File: config.mk
export PLATFORM = sky130hd
export DESIGN_NAME = mem_stage
export DESIGN_NICKNAME = d
export VERILOG_FILES = /design/src/rtl/mem_pkg.sv /design/src/rtl/mem_align.sv /design/src/rtl/mem_stage.sv
export SDC_FILE = /design/constraint.sdc
export NUM_CORES = 1
export LEC_CHECK = 0
export ABC_AREA = 1
export ABC_CLOCK_PERIOD_IN_PS = 1800
export BUFFER_PORTS_ARGS = -buffer_cell sky130_fd_sc_hd__buf_2
export CAP_MARGIN = 15
export CORE_AREA = 2 2 151 153
export CTS_BUF_LIST = sky130_fd_sc_hd__clkbuf_2
export CTS_CLUSTER_DIAMETER = 200
export DETAILED_ROUTE_END_ITERATION = 6
export DIE_AREA = 0 0 153 155
export PLACE_DENSITY = 0.58
export SYNTH_ARGS = -nofsm -noshare
export SYNTH_HDL_FRONTEND = slang
export SYNTH_SLANG_ARGS = --single-unit
File: constraint.sdc
create_clock -name clk -period 1.8 [get_ports clk]
set_input_delay 0.36 -clock clk [delete_from_list [all_inputs] [get_ports clk]]
set_output_delay 0.36 -clock clk [all_outputs]
set_load 0.01 [all_outputs]
File: src/rtl/mem_pkg.sv
// mem_pkg: memory op codes, stage FSM states and op classification helpers
package mem_pkg;
    typedef enum logic [3:0] {
        OP_NONE = 4'd0, LD_B, LD_H, LD_W, LD_BU, LD_HU, ST_B, ST_H, ST_W
    } mem_op_e;
    typedef enum logic [1:0] {IDLE, REQ, WAIT, DONE} state_e;
    localparam logic [1:0] SZ_B = 2'd0, SZ_H = 2'd1, SZ_W = 2'd2, SZ_X = 2'd3;
    function automatic logic is_load(input logic [3:0] op);
        return op inside {LD_B, LD_H, LD_W, LD_BU, LD_HU};
    endfunction
    function automatic logic is_store(input logic [3:0] op);
        return op inside {ST_B, ST_H, ST_W};
    endfunction
    function automatic logic [1:0] op_size(input logic [3:0] op);
        return op inside {LD_B, LD_BU, ST_B} ? SZ_B :
               op inside {LD_H, LD_HU, ST_H} ? SZ_H :
               op inside {LD_W, ST_W} ? SZ_W : SZ_X;
    endfunction
endpackage

File: src/rtl/mem_align.sv
// mem_align: load lane extraction/extension, store replication, byte enables, misalignment check
module mem_align
    import mem_pkg::*;
(
    input  logic [3:0]  op,
    input  logic [1:0]  offset,
    input  logic [31:0] store_data,
    input  logic [31:0] rdata,
    output logic [31:0] wdata,
    output logic [3:0]  wstrb,
    output logic [31:0] load_data,
    output logic        misaligned
);
    logic [1:0]  size;
    logic [7:0]  b;
    logic [15:0] h;
    always_comb begin
        size = op_size(op);
        misaligned = (size == SZ_H && offset[0]) || (size == SZ_W && offset != 2'b00);
        wstrb = size == SZ_B ? 4'b0001 << offset : size == SZ_H ? (offset[1] ? 4'b1100 : 4'b0011) : 4'b1111;
        wdata = size == SZ_B ? {4{store_data[7:0]}} : size == SZ_H ? {2{store_data[15:0]}} : store_data;
        b = rdata[{offset, 3'b000} +: 8];
        h = offset[1] ? rdata[31:16] : rdata[15:0];
        load_data = op == LD_B  ? {{24{b[7]}}, b} :
                    op == LD_BU ? {24'd0, b} :
                    op == LD_H  ? {{16{h[15]}}, h} :
                    op == LD_HU ? {16'd0, h} : rdata;
    end
endmodule

File: src/rtl/mem_stage.sv
// mem_stage: data-memory access stage with req/gnt/rvalid bus FSM, flush kill and load alignment
module mem_stage
    import mem_pkg::*;
(
    input  logic        clk,
    input  logic        rst,
    input  logic        ex_inst_valid,
    input  logic [3:0]  ex_mem_op,
    input  logic [31:0] ex_mem_addr,
    input  logic [31:0] ex_store_data,
    input  logic [4:0]  ex_wd,
    input  logic        ex_wreg,
    input  logic [31:0] ex_wdata,
    input  logic [31:0] ex_inst_pc,
    input  logic [31:0] ex_instr,
    input  logic        flush,
    output logic        stall_req,
    output logic        dmem_req,
    output logic        dmem_we,
    output logic [31:0] dmem_addr,
    output logic [3:0]  dmem_wstrb,
    output logic [31:0] dmem_wdata,
    input  logic        dmem_gnt,
    input  logic        dmem_rvalid,
    input  logic [31:0] dmem_rdata,
    output logic        mem_inst_valid,
    output logic [4:0]  mem_wd,
    output logic        mem_wreg,
    output logic [31:0] mem_wdata,
    output logic [31:0] mem_inst_pc,
    output logic [31:0] mem_instr,
    output logic        mem_excp_ale
);
    state_e      state, state_n;
    logic [31:0] rdata_q, wdata, load_data;
    logic [3:0]  wstrb;
    logic        kill_q, misaligned, ld, st, is_mem, go, req, ret;

    mem_align u_align (
        .op(ex_mem_op),
        .offset(ex_mem_addr[1:0]),
        .store_data(ex_store_data),
        .rdata(rdata_q),
        .wdata(wdata),
        .wstrb(wstrb),
        .load_data(load_data),
        .misaligned(misaligned)
    );

    always_ff @(posedge clk) begin
        if (rst) begin
            state <= IDLE;
            rdata_q <= '0;
            kill_q <= 1'b0;
        end else begin
            state <= state_n;
            rdata_q <= state == WAIT && dmem_rvalid ? dmem_rdata : rdata_q;
            kill_q <= state == DONE ? 1'b0 : kill_q || (flush && (state == REQ || state == WAIT));
        end
    end

    // outputs are forced to zero while rst is high, independent of the registered state
    always_comb begin
        ld = is_load(ex_mem_op);
        st = is_store(ex_mem_op);
        is_mem = ex_inst_valid && (ld || st);
        go = state == IDLE && is_mem && !misaligned && !flush;
        state_n = state == IDLE ? (go ? (dmem_gnt ? (st ? DONE : WAIT) : REQ) : IDLE) :
                  state == REQ  ? (dmem_gnt ? (st ? DONE : WAIT) : REQ) :
                  state == WAIT ? (dmem_rvalid ? DONE : WAIT) : IDLE;
        req = !rst && (go || state == REQ);
        ret = !rst && (state == IDLE ? ex_inst_valid && !flush && (!is_mem || misaligned)
                                     : state == DONE && !kill_q && !flush);
        stall_req = req || (!rst && state == WAIT);
        dmem_req = req;
        dmem_we = req && st;
        dmem_addr = req ? {ex_mem_addr[31:2], 2'b00} : '0;
        dmem_wstrb = req ? wstrb : '0;
        dmem_wdata = req && st ? wdata : '0;
        mem_inst_valid = ret;
        mem_wd = ret ? ex_wd : '0;
        mem_wreg = ret && ex_wreg && (state == DONE ? ld : !is_mem);
        mem_wdata = !ret ? '0 : state == DONE && ld ? load_data : ex_wdata;
        mem_inst_pc = ret ? ex_inst_pc : '0;
        mem_instr = ret ? ex_instr : '0;
        mem_excp_ale = ret && state == IDLE && is_mem;
    end
endmodule

==> results of run 1 <==
-- registers in the layout, indices dropped and copies added (netlist names) --
| signal | flops |
|---|---|
| state | 2 |
| rdata_q | 32 |
| kill_q | 1 |
-- layout make-up --
| cell class | instances | area share [%] |
|---|---|---|
| diodes | 2 | 0.0593 |
| clock buffers | 6 | 0.356 |
| clock inverters | 2 | 0.148 |
| inverters | 199 | 9.00 |
| multi-input cells | 550 | 39.0 |
| flip-flops and latches | 35 | 8.36 |
| well taps | 285 | 4.23 |
| repair buffers | 477 | 38.8 |
-- metrics by stage --
stage / instance area [µm²] / setup WS [ns]
after floorplan: 4700 / -0.119
after global placement: 7410 / -0.447
after detailed placement: 7410 / -0.508
after CTS: 7970 / -0.645
after global routing: 8430 / -0.777
final: 8440 / -0.684
-- repair_timing --
item | CTS | global route
endpoints found under the setup margin | 173 | 174
buffers inserted | 12 | 3
pin swaps | 7 | 7
gates cloned | 5 | 4
gates resized for setup | 68 | 93
-- per-layer routing --
metal	track usage, %	vias to the layer above	wire length (µm)
met3	2.73	36	1430
met4	1.72	2	310
met2	31.8	263	11500
li1	-	3369	-
met1	21.7	2945	9430
met5	0	-	10
-- placed cells by master, fill, tap and decap left out, types with 2 or more instances in the layout --
cell type,netlist,final
a211oi_2,0,3
a21oi_1,62,57
a21oi_2,0,3
a21oi_4,0,2
buf_12,1,17
buf_2,19,329
buf_4,7,71
buf_6,4,54
clkbuf_16,0,3
clkbuf_2,0,6
clkinv_1,2,2
conb_1,1,2
dfxtp_1,35,31
dfxtp_2,0,4
diode_2,0,2
ha_1,4,3
inv_1,190,185
inv_2,6,9
nand2_1,115,110
nand2_2,9,11
nand2_4,1,3
nand3_1,11,9
nand3_2,5,6
nand4_1,8,8
nor2_1,211,99
nor2_2,3,62
nor2_4,13,66
o211ai_1,11,11
o21ai_0,61,60
o21ai_1,1,2
o21bai_1,4,4
o22ai_1,16,14
o22ai_2,0,2
or2_2,4,4
-- critical path, stage by stage (launching register included) --
cell,delay (ns)
dfxtp_2,0.38
inv_2,0.08
ha_4,0.16
inv_4,0.05
nor3_4,0.15
nand3_2,0.13
nand2_4,0.10
buf_6,0.11
nand2_8,0.07
bufbuf_16,0.28
nor2_2,0.08
buf_2,0.13
-- power by group --
group	switching, mW	internal (mW)
sequential	0.00610	0.787
combinational	0.727	0.594
clock	0.289	0.0990
total	1.02	1.48
-- worst paths after layout --
| check | end | slack [ns] | cells after the start |
|---|---|---|---|
| worst min register to register | rdata_q[8]$_SDFFE_PP0P_ | 0.52 | 2 |
| worst max-delay path | dmem_addr[24] | -0.68 | 11 |
| worst max register to register | rdata_q[23]$_SDFFE_PP0P_ | 0.22 | 7 |
| worst min-delay path | state[1]$_SDFF_PP0_ | 0.20 | 3 |
-- cells by family (layout without fill, tap and decap cells) --
family,after synthesis,in the layout,share of synthesized area (%)
DFF,35,35,16.3
buffers and inverters,242,684,23.4
and+or+nand+nor,383,383,38.8
other,1,4,0.0870
adders and majority gates,4,4,1.16
AOI/OAI and AO/OA,161,161,20.4
==> results.toml, run 1 <==
[status]
outcome = "finished with violations"
violations = "setup timing"

[die]
top_level_ports = 383
num_rows = 55
dieArea_um2 = 23700
die_h_um = 155
core_um2 = 22200
start_util_pct = 19.4
die_w_um = 153

[logic_synthesis]
synth.most_common_cell = "nor2_1"
ys_seq_elements = 35
synth-warning-count = 0
synth_ff_type = "dfxtp_1"
synth_top_area_share_pct = 18.4
netlist_top_cells_count = "nor2_1 (211), inv_1 (190), nand2_1 (115)"
synth_edf_count = 0
synth_cells = 826
syn_area_per_cell_um2 = 5.22
synth.distinct_cells = 34
yosys.area.top_type = "nor2_1"
synth.cell_area_um2 = 4310
yosysSeqAreaShare_pct = 16.3
ys_top_cells_by_area = "nor2_1 (18%), inv_1 (17%), dfxtp_1 (16%), nand2_1 (10%), a21oi_1 (7.2%)"
synthArstFlopShare_pct = 0

[clock_tree]
clkTransAtPathRegs_ns = 0.20
clock_latency_ns = 0.40
max-clock-path-buffers = 2
cts_hold_buf = 0
cts_tree = "built"
numCtsBuffers = 5
htree_num_levels = 2
cts.sinks = 35
cts_root_buf = "clkbuf_2"

[timing]
period_needed_ns = 2.48
max_freq_mhz = 403
final-hold-violation-count = 0
rsz0062_at_grt = "true"
fin_ws_ns = -0.684
fin_worst_skew_ns = 0.0221
setup_tns_ns = -92.52
hold_slack_ns = 0.202
final.period_utilization_pct = 138
slew_viol_final = 0
setup_violations = 173

[grt]
antenna_found_initial = 2
grt_max_degree = 60
grt_usage_pct = 17.2
grt-ovfl-total = 0
grt_pass1_vias = 6142
grt_pass1_wl_um = 32900

[job]
cap_violations = 0

[pwr]
power.total_mw = 2.50
p_per_area_nw_per_um2 = 296
power.leakage_nw = 4.82
ir_drop_uv = 235

[worst_setup_path]
crit_type = "flop to output port"
cp-startpoint = "state[1]$_SDFF_PP0_"
cp_data_arrival_time_ns = 2.12
reg2reg_from = "state[0]$_SDFF_PP0_"
end_kind = "output port"
critical_path.max_fanout = 6
setup.worst_path.start_class = "flop"
worstPathRequired_ns = 1.44

[layout]
nNetsFinal = 1480
utilization_pct = 38.0
fill_cells = 2386
area.sequential_um2 = 706
syn_to_final_growth_pct = 95.7
layout.cells.non_filler = 1556
multi_input_area_um2 = 3290
drive_gt1_share_pct = 52.7

[route]
viasPerCell = 4.25
vias = 6615
detail-route-antenna-nets = 0
drc = 0
firstDrtPassIters = 5
post_drt_wl_per_cell_um = 14.6
drt-total-wl_um = 22700
dr.first_iter.drc_count = 444

[place]
port_buffers = 380
placedCellCount = 1525
hpwlAfterDp_um = 18100
place.gp.congestion = 0.895

[worst_hold_path]
hold_path.startpoint = "rst"
hold_class = "input pin to flop"
No activity file was read; power rests on OpenSTA's default activity.
==> inputs of run 2 (changes only) <==
--- a/config.mk
+++ b/config.mk
@@ -6,7 +6,7 @@
 export NUM_CORES = 1
 export LEC_CHECK = 0
 export ABC_AREA = 1
-export ABC_CLOCK_PERIOD_IN_PS = 1800
+export ABC_CLOCK_PERIOD_IN_PS = 3040
 export BUFFER_PORTS_ARGS = -buffer_cell sky130_fd_sc_hd__buf_2
 export CAP_MARGIN = 15
 export CORE_AREA = 2 2 151 153
@@ -14,7 +14,9 @@
 export CTS_CLUSTER_DIAMETER = 200
 export DETAILED_ROUTE_END_ITERATION = 6
 export DIE_AREA = 0 0 153 155
-export PLACE_DENSITY = 0.58
+export PLACE_DENSITY = 0.56
+export REMOVE_ABC_BUFFERS = 1
+export SLEW_MARGIN = 5
 export SYNTH_ARGS = -nofsm -noshare
 export SYNTH_HDL_FRONTEND = slang
 export SYNTH_SLANG_ARGS = --single-unit
==> constraint.sdc (replaced) <==
create_clock -name clk -period 3.04 [get_ports clk]
set_input_delay 0.608 -clock clk [delete_from_list [all_inputs] [get_ports clk]]
set_output_delay 0.608 -clock clk [all_outputs]
set_load 0.01 [all_outputs]
==> results.toml, run 2 (same netlist as run 1, synthesis figures left out) <==
[grt]
grt_pass1_vias = 5858
grt_max_degree = 60
antenna_found_initial = 3
grt-ovfl-total = 0
grt_pass1_wl_um = 33500
grt_usage_pct = 17.8

[layout]
layout_commonest_cell = "buf_2"
layout.cells.non_filler = 1486
nNetsFinal = 1412
largest_register = "rdata_q"
final_cell_mix = "buf_2 (380), nor2_1 (210), inv_1 (190), nand2_1 (114), a21oi_1 (62)"
finish.instance_area_um2 = 6670
drive_gt1_share_pct = 38.6
reg_top3 = "rdata_q x32, state x2, kill_q x1"
utilization_pct = 30.0
largest_reg_flops = 32
syn_to_final_growth_pct = 54.6

[clock_tree]
cts_root_buf = "clkbuf_2"
cts_hold_buf = 0
numCtsBuffers = 5
clock_latency_ns = 0.39
max-clock-path-buffers = 2
clkTransAtPathRegs_ns = 0.18
cts.sinks = 35
cts_tree = "built"
htree_num_levels = 2

[worst_setup_path]
reg2reg_from = "state[0]$_SDFF_PP0_"
end_kind = "output port"
slowest_stage = "dfxtp_2"
worstPathRequired_ns = 2.43
cp-startpoint = "state[1]$_SDFF_PP0_"
cp_data_arrival_time_ns = 2.21
crit_type = "flop to output port"
cpPeakStageDelay_ns = 0.37
setup.worst_path.start_class = "flop"
critical_path.max_fanout = 21
cp_cell_sequence = "inv_1, ha_1, inv_1, o31ai_1, nand2_1, nor2_8, inv_4, buf_12, nor2_1, buf_2"
path_common_cell = "inv_1"

[pwr]
power.total_mw = 1.37
p_int_mw = 0.860
clkPwrFrac_pct = 21.5
switching_power_mw = 0.512
ir_drop_uv = 178
p_seq_share_pct = 34.2
p_per_area_nw_per_um2 = 206
swShare_pct = 37.3
power.leakage_nw = 4.34
combPwrFrac_pct = 44.3

[place]
hpwlAfterDp_um = 19100
placedCellCount = 1478
place_area_um2 = 6600
port_buffers = 380
place.gp.congestion = 0.891
pre_cts_slack_ns = 0.203

[timing]
rsz0062_at_grt = "false"
final.period_utilization_pct = 92.8
max_freq_mhz = 354
slew_headroom_pct = 51.8
fin_worst_skew_ns = 0.0355
hold_slack_ns = 0.407
tightest_slew_ns = 0.720
slew_viol_final = 0
final-hold-violation-count = 0
setup_tns_ns = 0
period_needed_ns = 2.82
fin_ws_ns = 0.218
setup_violations = 0

[die]
die_w_um = 153
start_util_pct = 19.4
dieArea_um2 = 23700
die_h_um = 155
core_um2 = 22200
top_level_ports = 383
num_rows = 55

[status]
outcome = "finished, final reports clean"

[worst_hold_path]
hold_path.startpoint = "rst"
hold_class = "input pin to flop"

[route]
drt-total-wl_um = 22600
detail-route-antenna-nets = 0
post_drt_wl_per_cell_um = 15.2
dr.first_iter.drc_count = 378
firstDrtPassIters = 5
drc = 0
vias = 6365
viasPerCell = 4.28

[job]
cap_violations = 0
==> run 2: cell types whose count changed in the layout (fill, tap and decap cells not counted), moves of 12 or more <==
cell	previous run	this run
buf_4	71	24
buf_6	54	0
nor2_1	99	210
buf_12	17	5
nor2_2	62	4
nor2_4	66	13
buf_2	329	380
==> run 2: worst max-delay path: cells and delay by family, from the launching register on <==
family,cells,cell delay (ns)
AO/OA/AOI/OAI,1,0.09
adder cells (fa/ha/maj),1,0.24
buffers and inverters,5,0.67
flip-flops,1,0.37
AND/OR/NAND/NOR,3,0.45
==> run 2: layer usage <==
layer / vias up / GRT usage, % / share of wire [%]
li1: 3227 / - / -
met5: - / 0 / 0.13
met3: 18 / 3.04 / 6.8
met4: 4 / 3.31 / 1.3
met2: 258 / 33.2 / 51
met1: 2858 / 21.5 / 41
==> run 2: repair_timing <==
| item | CTS | global route |
|---|---|---|
| gates resized for setup | 0 | 2 |
| endpoints found under the setup margin | 0 | 4 |
| setup buffers | 0 | 0 |
==> run 2: cell type report <==
class | instances | area, µm²
clock inverters | 1 | 30.0
clock buffers | 6 | 30.0
fillers | 2611 | 15600
repair buffers | 409 | 2180
flip-flops and latches | 35 | 702
diodes | 1 | 2.50
well taps | 285 | 357
inverters | 199 | 749
multi-input cells | 550 | 2610
==> run 2: power by group through the flow <==
stage,registers [mW],logic [mW],clock network (mW)
3_5_place_dp,0.478,0.611,0
6_report,0.469,0.608,0.295
5_1_grt,0.470,0.679,0.328
2_1_floorplan,0.477,0.291,0
4_1_cts,0.469,0.615,0.310
3_3_place_gp,0.478,0.611,0
==> run 2: final timing paths <==
kind,end,slack [ns],depth (start not counted)
hold / removal,state[1]$_SDFF_PP0_,0.41,2
setup reg to reg,rdata_q[13]$_SDFFE_PP0P_,1.39,6
hold reg to reg,rdata_q[5]$_SDFFE_PP0P_,0.49,2
setup / recovery,mem_instr[2],0.22,10
==> inputs of run 3 (changes only) <==
--- a/config.mk
+++ b/config.mk
@@ -6,15 +6,17 @@
 export NUM_CORES = 1
 export LEC_CHECK = 0
 export ABC_AREA = 1
-export ABC_CLOCK_PERIOD_IN_PS = 3040
+export ABC_CLOCK_PERIOD_IN_PS = 3300
 export BUFFER_PORTS_ARGS = -buffer_cell sky130_fd_sc_hd__buf_2
 export CAP_MARGIN = 15
-export CORE_AREA = 2 2 151 153
+export CELL_PAD_IN_SITES_DETAIL_PLACEMENT = 1
+export CELL_PAD_IN_SITES_GLOBAL_PLACEMENT = 1
+export CORE_AREA = 2 2 147 149
 export CTS_BUF_LIST = sky130_fd_sc_hd__clkbuf_2
 export CTS_CLUSTER_DIAMETER = 200
 export DETAILED_ROUTE_END_ITERATION = 6
-export DIE_AREA = 0 0 153 155
-export PLACE_DENSITY = 0.56
+export DIE_AREA = 0 0 149 151
+export PLACE_DENSITY = 0.85
 export REMOVE_ABC_BUFFERS = 1
 export SLEW_MARGIN = 5
 export SYNTH_ARGS = -nofsm -noshare
==> constraint.sdc (replaced) <==
create_clock -name clk -period 3.3 [get_ports clk]
set_input_delay 0.66 -clock clk [delete_from_list [all_inputs] [get_ports clk]]
set_output_delay 0.66 -clock clk [all_outputs]
set_load 0.01 [all_outputs]
==> results.toml, run 3 (same netlist as run 1, synthesis figures left out) <==
[clock_tree]
max-clock-path-buffers = 2
cts_setup_buffers = 0
cts_resized = 0
clock_latency_ns = 0.41
numCtsBuffers = 5
cts_root_buf = "clkbuf_2"
cts.sinks = 35
clkTransAtPathRegs_ns = 0.20
cts_hold_buf = 0
htree_num_levels = 2
cts_tree = "built"

[die]
die_w_um = 149
num_rows = 53
core_um2 = 20800
start_util_pct = 20.7
die_h_um = 151
dieArea_um2 = 22500
top_level_ports = 383

[layout]
reg_top3 = "rdata_q x32, state x2, kill_q x1"
largest_register = "rdata_q"
largest_reg_flops = 32
syn_to_final_growth_pct = 51.4
drive_gt1_share_pct = 37.8
layout_commonest_cell = "buf_2"
nNetsFinal = 1400
finish.instance_area_um2 = 6530
layout.cells.non_filler = 1465
final_cell_mix = "buf_2 (380), nor2_1 (211), inv_1 (190), nand2_1 (114), a21oi_1 (62)"
utilization_pct = 31.4

[pwr]
power.total_mw = 1.22
combPwrFrac_pct = 46.1
p_seq_share_pct = 35.6
power.leakage_nw = 4.27
p_per_area_nw_per_um2 = 186
p_int_mw = 0.711
ir_drop_uv = 123
switching_power_mw = 0.506
swShare_pct = 41.6
clkPwrFrac_pct = 18.3

[timing]
setup_tns_ns = 0
final.period_utilization_pct = 93.5
slew_headroom_pct = 40.8
rsz0062_at_grt = "false"
fin_worst_skew_ns = 0.0152
tightest_slew_ns = 0.885
fin_ws_ns = 0.213
hold_slack_ns = 0.434
max_freq_mhz = 324
period_needed_ns = 3.09
slew_viol_final = 0
final-hold-violation-count = 0
setup_violations = 0

[grt]
grt_pass1_vias = 6330
grt_usage_pct = 20.1
grt_pass1_wl_um = 35100
grt_max_degree = 60
grt-ovfl-total = 0
antenna_found_initial = 2

[place]
place_area_um2 = 6470
port_buffers = 380
pre_cts_slack_ns = 0.203
placedCellCount = 1456
hpwlAfterDp_um = 20500
place.gp.congestion = 0.896

[worst_setup_path]
setup.worst_path.start_class = "input pin"
cp_data_arrival_time_ns = 2.43
reg2reg_from = "state[0]$_SDFF_PP0_"
reg2reg_slack_ns = 1.56
cpLargestDelayFamily = "simple AND/OR/NAND/NOR gates"
slowest_stage = "nor2_2"
cp-startpoint = "ex_mem_op[3]"
r2r-end = "state[0]$_SDFF_PP0_"
cp_cell_sequence = "buf_2, nor2_2, nand3_2, nand2_2, nand2_1, nand2_2, inv_1, nand3_1, nand2_1, nand2_2, buf_12, nor2_1, buf_2"
critical_path.max_fanout = 26
crit_type = "input pin to output port"
critPathBufInv = 4
end_kind = "output port"
reg2reg_depth = 8
path_common_cell = "nand2_2"
cpPeakStageDelay_ns = 0.24
worstPathRequired_ns = 2.64

[worst_hold_path]
hold_class = "input pin to flop"
hold_end = "state[1]$_SDFF_PP0_"
hold_path.startpoint = "rst"
min_path_cells = 2

[route]
firstDrtPassIters = 4
drc = 0
viasPerCell = 4.38
vias = 6419
dr.first_iter.drc_count = 272
drt-total-wl_um = 24200
post_drt_wl_per_cell_um = 16.5
detail-route-antenna-nets = 0

[job]
cap_violations = 0

[status]
outcome = "finished, final reports clean"
==> run 3: how the worst max path moves through the flow <==
| stage | to | cells after the start |
|---|---|---|
| 2_1_floorplan | mem_wdata[16] | 8 |
| 3_3_place_gp | mem_wdata[8] | 11 |
| 3_5_place_dp | mem_wdata[10] | 11 |
| 4_1_cts | mem_wdata[10] | 11 |
| 5_1_grt | dmem_addr[16] | 10 |
| 6_report | dmem_addr[16] | 13 |
==> run 3: cell type report <==
class | count | area (µm²)
antenna | 1 | 2.50
clock buffer | 6 | 30.0
clock inverter | 2 | 12.5
fill | 2952 | 14300
inverter | 199 | 749
multi-input combinational | 550 | 2620
sequential | 35 | 701
tap | 275 | 344
timing repair buffer | 397 | 2070
==> run 3: power groups by stage <==
stage / sequential, mW / combinational (mW) / clock [mW]
after floorplan: 0.440 / 0.268 / 0
after global placement: 0.441 / 0.550 / 0
after detailed placement: 0.441 / 0.560 / 0
final: 0.433 / 0.561 / 0.223
after CTS: 0.433 / 0.564 / 0.234
after global routing: 0.434 / 0.624 / 0.244
==> run 3: layer usage <==
metal / global-route usage (%) / routed length (µm) / share of wire [%]
met1: 24.2 / 9780 / 40
met5: 0 / 0 / 0
met2: 35.6 / 11900 / 49
met3: 3.19 / 1660 / 6.8
met4: 8.24 / 889 / 3.7
